==> config.mk <==
export PLATFORM = sky130hd
export DESIGN_NAME = serial_adder_ctrl
export DESIGN_NICKNAME = d
export VERILOG_FILES = /design/src/rtl/serial_adder_ctrl.sv
export SDC_FILE = /design/constraint.sdc
export NUM_CORES = 1
export LEC_CHECK = 0
export CAP_MARGIN = 20
export CORE_ASPECT_RATIO = 1.75
export CORE_MARGIN = 3
export CORE_UTILIZATION = 47
export CTS_CLUSTER_SIZE = 10
export DETAILED_ROUTE_END_ITERATION = 12
export HOLD_SLACK_MARGIN = 0.06
export PLACE_DENSITY_LB_ADDON = 0.3
export SLEW_MARGIN = 20
export SYNTH_ARGS = -nofsm -noshare
export SYNTH_HDL_FRONTEND = slang
export SYNTH_SLANG_ARGS = --single-unit
==> constraint.sdc <==
create_clock -name clk -period 1.35 [get_ports clk]
set_input_delay 0.27 -clock clk [delete_from_list [all_inputs] [get_ports clk]]
set_output_delay 0.27 -clock clk [all_outputs]
set_load 0.1 [all_outputs]
==> src/rtl/serial_adder_ctrl.sv <==
// Bit-serial adder controller: one full-adder cell reused over WIDTH cycles, LSB first.
// Define SERIAL_ADD_SUB_EN to add a 'sub' port for unsigned subtraction (a - b).
//
// state | meaning
// IDLE  | waiting for start; operands captured on the accepting edge
// RUN   | one sum bit per edge, WIDTH edges total
// DONE  | result on sum/cout, done pulsed for this single cycle

module serial_adder_ctrl #(
   parameter  int WIDTH = 8,
   localparam int CNT_W = $clog2(WIDTH)
) (
   input  logic             clk,
   input  logic             rst,
   input  logic             start,
   input  logic [WIDTH-1:0] a,
   input  logic [WIDTH-1:0] b,
   input  logic             cin,
`ifdef SERIAL_ADD_SUB_EN
   input  logic             sub,
`endif
   output logic             busy,
   output logic             done,
   output logic [WIDTH-1:0] sum,
   output logic             cout
);

   typedef enum logic [1:0] {
      IDLE = 2'd0,
      RUN  = 2'd1,
      DONE = 2'd2
   } state_t;

   state_t             state;
   state_t             state_nxt;
   logic [WIDTH-1:0]   a_sh;
   logic [WIDTH-1:0]   b_sh;
   logic [WIDTH-2:0]   s_sh;
   logic               c;
   logic [CNT_W-1:0]   cnt;

   logic               s;
   logic               c_nxt;
   logic [WIDTH-1:0]   s_nxt;
   logic               last_bit;
   logic [WIDTH-1:0]   b_load;
   logic               c_load;

`ifdef SERIAL_ADD_SUB_EN
   // a - b as a + ~b + 1; cout then reads as "no borrow"
   assign b_load = sub ? ~b : b;
   assign c_load = sub | cin;
`else
   assign b_load = b;
   assign c_load = cin;
`endif

   assign s        = a_sh[0] ^ b_sh[0] ^ c;
   assign c_nxt    = (a_sh[0] & b_sh[0]) | (a_sh[0] & c) | (b_sh[0] & c);
   assign s_nxt    = {s, s_sh};
   assign last_bit = (cnt == CNT_W'(WIDTH - 1));

   always_ff @(posedge clk or posedge rst) begin
      if (rst) begin
         state <= IDLE;
      end else begin
         state <= state_nxt;
      end
   end

   always_comb begin
      state_nxt = state;
      unique case (state)
         IDLE: if (start) state_nxt = RUN;
         RUN:  if (last_bit) state_nxt = DONE;
         DONE: state_nxt = IDLE;
         default: state_nxt = IDLE;
      endcase
   end

   always_ff @(posedge clk or posedge rst) begin
      if (rst) begin
         a_sh <= '0;
         b_sh <= '0;
         s_sh <= '0;
         c    <= 1'b0;
         cnt  <= '0;
         sum  <= '0;
         cout <= 1'b0;
         busy <= 1'b0;
         done <= 1'b0;
      end else begin
         busy <= (state_nxt != IDLE);
         done <= (state_nxt == DONE);
         unique case (state)
            IDLE: begin
               if (start) begin
                  a_sh <= a;
                  b_sh <= b_load;
                  c    <= c_load;
                  cnt  <= '0;
               end
            end
            RUN: begin
               a_sh <= a_sh >> 1;
               b_sh <= b_sh >> 1;
               s_sh <= s_nxt[WIDTH-1:1];
               c    <= c_nxt;
               cnt  <= cnt + CNT_W'(1);
               // ports only ever see the completed result
               if (last_bit) begin
                  sum  <= s_nxt;
                  cout <= c_nxt;
               end
            end
            default: ;
         endcase
      end
   end

endmodule

==> flow_summary_export.csv, run 1 <==
group,metric,value,unit
run_status,outcome,"finished, violations left",
run_status,violations,"setup timing",
layout,fin_util,66.54,%
layout,drive_above_1_share,34.38,%
layout,area_growth,35.60,%
power,power.leakage,1.182,nW
yosys,synth_warnings,0,
yosys,synth_adder_area_share,2.351,%
timing,whs,341.8,ps
yosys,synth_top_area_share,52.25,%
die,die_area,4908,sq um
layout,instances_no_fill,240,
timing,slew_headroom,77.12,%
timing,worstMarginPinSlew,338.4,ps
yosys,synth-seq-cells,40,
route,drt_iter0_drc,8,
worst_setup_path,end_kind,"flop",
layout,nNetsFinal,214,
clocking,clk_pin_slew,70,ps
yosys,post-synth-top-area-cell,"dfrtp_1",
die,ios,31,
worst_setup_path,slowest_delay,390,ps
yosys,synthArstFlopShare,100.0,%
hold_path,min-delay-path-class,"input port to async pin",
yosys,synthMuxAreaShare,11.56,%
layout,n_antenna_cell,0,
power,irDropWorstVdd,1.471,mV
yosys,synth_top_family_by_area,"simple AND/OR/NAND/NOR gates",
yosys,synthTopCellsByArea,"dfrtp_1 52%, nor4b_1 6.4%, mux2_4 6.3%, nor3b_1 5.9%, a211oi_1 5.5%",
route,drc,0,
die,initial_core_util,49.07,%
timing,final.setup_skew,4.117,ps
timing,slew_violations,0,
timing,rsz0062_at_grt,"true",
global_routing,track_usage,17.80,%
yosys,yosysSeqAreaShare,52.25,%
yosys,synth_edf_count,0,
die,core,3904,sq um
yosys,synth_compound_area_share,9.340,%
timing,setup_ws,-7.143,ps
die,num_rows,30,
die,die_x,54.26,microns
route,drt-pass1-iter-count,4,
yosys,synthesis.area,1916,sq um
worst_setup_path,critPathLaunchType,"flop",
yosys,syn_inst,147,
worst_setup_path,r2r_slack,-7,ps
worst_setup_path,critical_path.slowest_cell,"dfrtp_1",
clocking,cts_inserted_buffers,5,
worst_setup_path,ff2ff_path_depth,4,
timing,totalNegativeSetupSlack,-7.705,ps
clocking,clk_latency,290,ps
yosys,synth.most_common_cell,"dfrtp_1",
yosys,synth_area_per_cell,13.03,sq um
die,die_h,90.46,microns
route,detail_route.wl_per_cell,15.85,microns
power,power_density,2616,nW/um^2
route,drt-total-wl,3.804,mm
yosys,synth_ff_type,"dfrtp_1",
clocking,cts_root_buf,"clkbuf_8",
yosys,synth_xor_area_share,0,%
worst_setup_path,arrival,1530,ps
timing,maxClockFrequency,736.8,MHz
clocking,cts_buffer_depth,2,
placed_design,port_buffers,30,
yosys,syn_nets,170,
worst_setup_path,path_class,"flop to flop",
worst_setup_path,rr_startpoint,"cnt[0]$_DFFE_PP0P_",
worst_setup_path,crit_chain,"ha_2, ha_4, nand3b_4, mux2_4",
worst_setup_path,crit_required,1530,ps
yosys,synth_commonest_cells,"40 x dfrtp_1, 19 x inv_1, 15 x nor3b_1",
worst_setup_path,crit_fanout,6,
route,vias,1287,
placed_design,globalplace.congestion,0.7657,
route,ant_nets,0,
timing,setup_viol,2,
global_routing,grt_max_degree,41,
global_routing,grt-ovfl-total,0,
yosys,yosys.area_share.simple,15.48,%
clocking,cts.sinks,40,
clocking,cts_tree,"built",
worst_setup_path,r2r-end,"sum[6]$_DFFE_PP0P_",
run,maxCapViolCount,0,
timing,hold_viol_final,0,
layout,nFillCells,319,
clocking,cts_max_level,2,
yosys,ys_types,21,
global_routing,grt_pass1_vias,1312,
route,drt-vias-per-instance,5.363,
placed_design,dp.final_hpwl,2.611,mm
timing,min_period,1357,ps
timing,period_share,100.5,%
global_routing,antenna_found_initial,0,
global_routing,grt_pass1_wl,6.320,mm
placed_design,dp_cells,226,
[worst max-delay path by stage]
stage,startpoint,end,slack [ps]
after floorplan,cnt[0]$_DFFE_PP0P_,cout$_DFFE_PP0P_,1
after global placement,start,b_sh[6]$_DFFE_PP0P_,-170
after detailed placement,start,b_sh[2]$_DFFE_PP0P_,-240
after CTS,cnt[1]$_DFFE_PP0P_,sum[6]$_DFFE_PP0P_,-10
after global routing,cnt[0]$_DFFE_PP0P_,sum[6]$_DFFE_PP0P_,-50
final,cnt[0]$_DFFE_PP0P_,sum[6]$_DFFE_PP0P_,-7
[layout by cell type, fill, tap and decap left out, types with 2 or more instances in the layout]
cell type        netlist  layout
a211oi_1              14      14
a22o_1                 4       4
buf_12                 0      13
buf_4                  0      17
clkbuf_8               0       6
clkdlybuf4s50_1        0      19
clkinv_2               0       2
dfrtp_1               40      39
inv_1                 19      19
mux2_2                 9       8
mux2_4                 8       9
nand2b_1               2       2
nand3b_4               1       2
nor3b_1               15      15
nor4b_1               14      12
nor4b_2                1       3
[stage by stage]
stage	area, sq um	total power, mW	setup WS (ps)
final	2597	6.794	-7.143
after global routing	2597	7.178	-52.49
after CTS	2562	6.782	-11.48
after detailed placement	2430	5.885	-237.1
after global placement	2430	5.737	-165.8
after floorplan	1934	4.707	1.247
[routing by layer]
layer	up-vias	global-route usage [%]	wire length (microns)	part of all wire [%]
li1	611	-	-	-
met1	636	21.56	1477	39
met2	33	29.00	2074	55
met3	7	4.132	174	4.6
met4	0	7.484	77	2.0
met5	-	0	0	0
[flip-flops by register name, summed over array words and instances (netlist names)]
name / cells
cout: 1
state: 2
c: 1
sum: 8
s_sh: 7
b_sh: 8
cnt: 3
a_sh: 8
busy: 1
done: 1
[area by class of cell]
cell class | count | area, sq um | share of cell area, %
clock inverter | 2 | 10.01 | 0.3854
inverter | 19 | 71.32 | 2.746
timing repair buffer | 49 | 578.1 | 22.25
tap | 48 | 60.06 | 2.312
sequential | 40 | 1002 | 38.58
multi-input combinational | 76 | 793.3 | 30.54
clock buffer | 6 | 82.58 | 3.179
[kinds of logic after synthesis]
group / count (synthesis)
muxes: 17
DFF: 40
and+or+nand+nor: 34
adders and majority gates: 3
AOI/OAI and AO/OA: 21
buffers and inverters: 32
[worst max-delay path, delay by kind of cell (launching register included)]
family	cells	cell delay (ps)
flip-flops	1	390
adder cells (fa/ha/maj)	2	380
multiplexers	1	320
AND/OR/NAND/NOR	1	150
[timing repair]
action,4_1_cts,5_1_grt
pin swaps,1,2
setup buffers,2,3
hold buffers,0,0
gates cloned,1,0
resized for setup,3,2
endpoints found under the setup margin,16,17
[report_power, final]
part	leakage, nW	internal [mW]	switching [mW]	total, mW
logic	0.667	1.74	2.02	3.76
registers	0.464	1.77	0.457	2.23
clock network	0.0510	0.407	0.394	0.801
No activity file was read; power rests on OpenSTA's default activity.
==> run 2: changes to the inputs <==
- PLACE_DENSITY: default -> 0.74
- PLACE_DENSITY_LB_ADDON: 0.3 -> default
==> run 2 against run 1 <==
Hold slack better by 9.3 ps. Core utilization down 0.71 points. Setup slack worse by 3.0 ps. Combinational power down 2%. Critical path depth unchanged. The run still ends with setup timing left. Via count down 1.0%. Critical path type unchanged. Register-to-register slack about the same. Sequential share of layout area up 0.41 points. Count of clock-buffer cells in the layout up 2. Clock power down 1%.
==> flow_summary_export.csv, run 2 (synthesis results as in run 1) <==
group,metric,value,unit
run_status,outcome,"finished, violations left",
run_status,violations,"setup timing",
route,drt-pass1-iter-count,4,
timing,period_share,100.8,%
clocking,cts_hold_buf,0,
clocking,cts.sinks,40,
clocking,cts_inserted_buffers,5,
route,drc,0,
clocking,cts_tree,"built",
worst_setup_path,r2r_slack,-10,ps
clocking,cts_max_level,2,
worst_setup_path,arrival,1530,ps
clocking,cts_buffer_depth,2,
timing,setup_ws,-10.15,ps
clocking,cts_root_buf,"clkbuf_8",
power,power.leakage,1.158,nW
timing,hold_viol_final,0,
global_routing,track_usage,16.45,%
die,ios,31,
route,ant_nets,0,
power,irDropWorstVdd,1.702,mV
route,drt-vias-per-instance,5.421,
timing,setup_viol,5,
layout,nNetsFinal,209,
layout,biggestRegsByFlops,"a_sh (8), b_sh (8), sum (8)",
worst_setup_path,critPathLaunchType,"flop",
timing,min_period,1360,ps
route,vias,1274,
die,die_x,54.26,microns
placed_design,dpl_worst_slack,-199.0,ps
timing,final.setup_skew,4.766,ps
global_routing,grt_pass1_wl,6.009,mm
worst_setup_path,path_class,"flop to flop",
placed_design,port_buffers,30,
clocking,clk_pin_slew,70,ps
worst_setup_path,ff2ff_path_depth,4,
layout,area_growth,34.16,%
worst_setup_path,slowest_delay,390,ps
layout,instances_no_fill,235,
die,num_rows,30,
clocking,clk_latency,280,ps
layout,mostFrequentLayoutCells,"39 x dfrtp_1, 19 x inv_1, 19 x clkdlybuf4s50_1",
global_routing,grt_max_degree,41,
hold_path,min-delay-path-class,"input port to async pin",
global_routing,grt_pass1_vias,1266,
global_routing,grt-ovfl-total,0,
placed_design,place_area,2400,sq um
die,die_area,4908,sq um
die,initial_core_util,49.07,%
worst_setup_path,end_kind,"flop",
die,die_h,90.46,microns
worst_setup_path,crit_required,1520,ps
worst_setup_path,rr_startpoint,"cnt[0]$_DFFE_PP0P_",
placed_design,dp.final_hpwl,2.549,mm
global_routing,antenna_found_initial,0,
layout,fin_area,2570,sq um
timing,slew_headroom,80.97,%
layout,n_antenna_cell,0,
timing,maxClockFrequency,735.2,MHz
die,core,3904,sq um
route,detail_route.wl_per_cell,14.97,microns
timing,slew_violations,0,
route,drt_iter0_drc,20,
worst_setup_path,crit_chain,"ha_2, ha_4, nand3b_4, mux2_4",
power,finalPower,6.724,mW
run,maxCapViolCount,0,
timing,whs,351.1,ps
placed_design,globalplace.congestion,0.6870,
worst_setup_path,critical_path.slowest_cell,"dfrtp_1",
timing,rsz0062_at_grt,"true",
layout,drive_above_1_share,32.62,%
timing,worstMarginPinSlew,281.5,ps
placed_design,dp_cells,222,
worst_setup_path,r2r-end,"sum[1]$_DFFE_PP0P_",
route,drt-total-wl,3.517,mm
layout,layout.cells.most_common,"dfrtp_1",
power,power_density,2617,nW/um^2
worst_setup_path,crit_fanout,6,
run 2: cell types whose count changed in the layout (fill, tap and decap cells not counted):
cell / change
buf_4: -5
clkbuf_1: +2
clkinv_2: -2
nor4b_1: -2
nor4b_2: +2
run 2: metal layers:
layer,up-vias,global-route usage (%),routed length (microns)
met5,-,0,0
met4,0,6.237,63
met3,6,3.967,128
met2,33,26.70,1933
met1,639,20.26,1392
li1,596,-,-
run 2: worst max-delay path by stage:
stage	slack, ps	end	startpoint	cells after the start
after global routing	-50	cout$_DFFE_PP0P_	cnt[0]$_DFFE_PP0P_	4
after CTS	-40	sum[4]$_DFFE_PP0P_	cnt[1]$_DFFE_PP0P_	4
after detailed placement	-200	a_sh[0]$_DFFE_PP0P_	start	4
final	-10	sum[1]$_DFFE_PP0P_	cnt[0]$_DFFE_PP0P_	4
after global placement	-140	a_sh[7]$_DFFE_PP0P_	start	4
after floorplan	1	cout$_DFFE_PP0P_	cnt[0]$_DFFE_PP0P_	5
run 2: area by class of cell:
cell class / instances / area [sq um]
multi-input combinational: 76 / 805.8
tap: 48 / 60.06
clock buffer: 8 / 90.09
inverter: 19 / 71.32
fill: 309 / 1334
sequential: 40 / 1002
timing repair buffer: 44 / 540.5
run 2: per-stage QoR:
step                util (%)  setup TNS [ps]
finish                 65.83          -35.92
global route           65.83          -316.7
CTS                    64.39          -189.4
detailed placement     61.47           -2890
global placement       61.47           -1750
floorplan                  -               0
run 2: repair_timing:
action	in CTS	in global routing
buffers inserted	1	3
endpoints found under the hold margin	0	0
pin swaps	1	2
gates resized for setup	2	5
cloned	1	0
endpoints found under the setup margin	9	17
run 2: critical path, delay by kind of cell (launching register included):
| kind | cells | cell delay (ps) |
|---|---|---|
| multiplexers | 1 | 320 |
| adder cells (fa/ha/maj) | 2 | 380 |
| AND/OR/NAND/NOR | 1 | 150 |
| flip-flops | 1 | 390 |
run 2: report_power, final:
part	total, mW	internal (mW)	switching, mW
clock	0.793	0.416	0.376
combinational	3.70	1.72	1.98
sequential	2.23	1.77	0.456
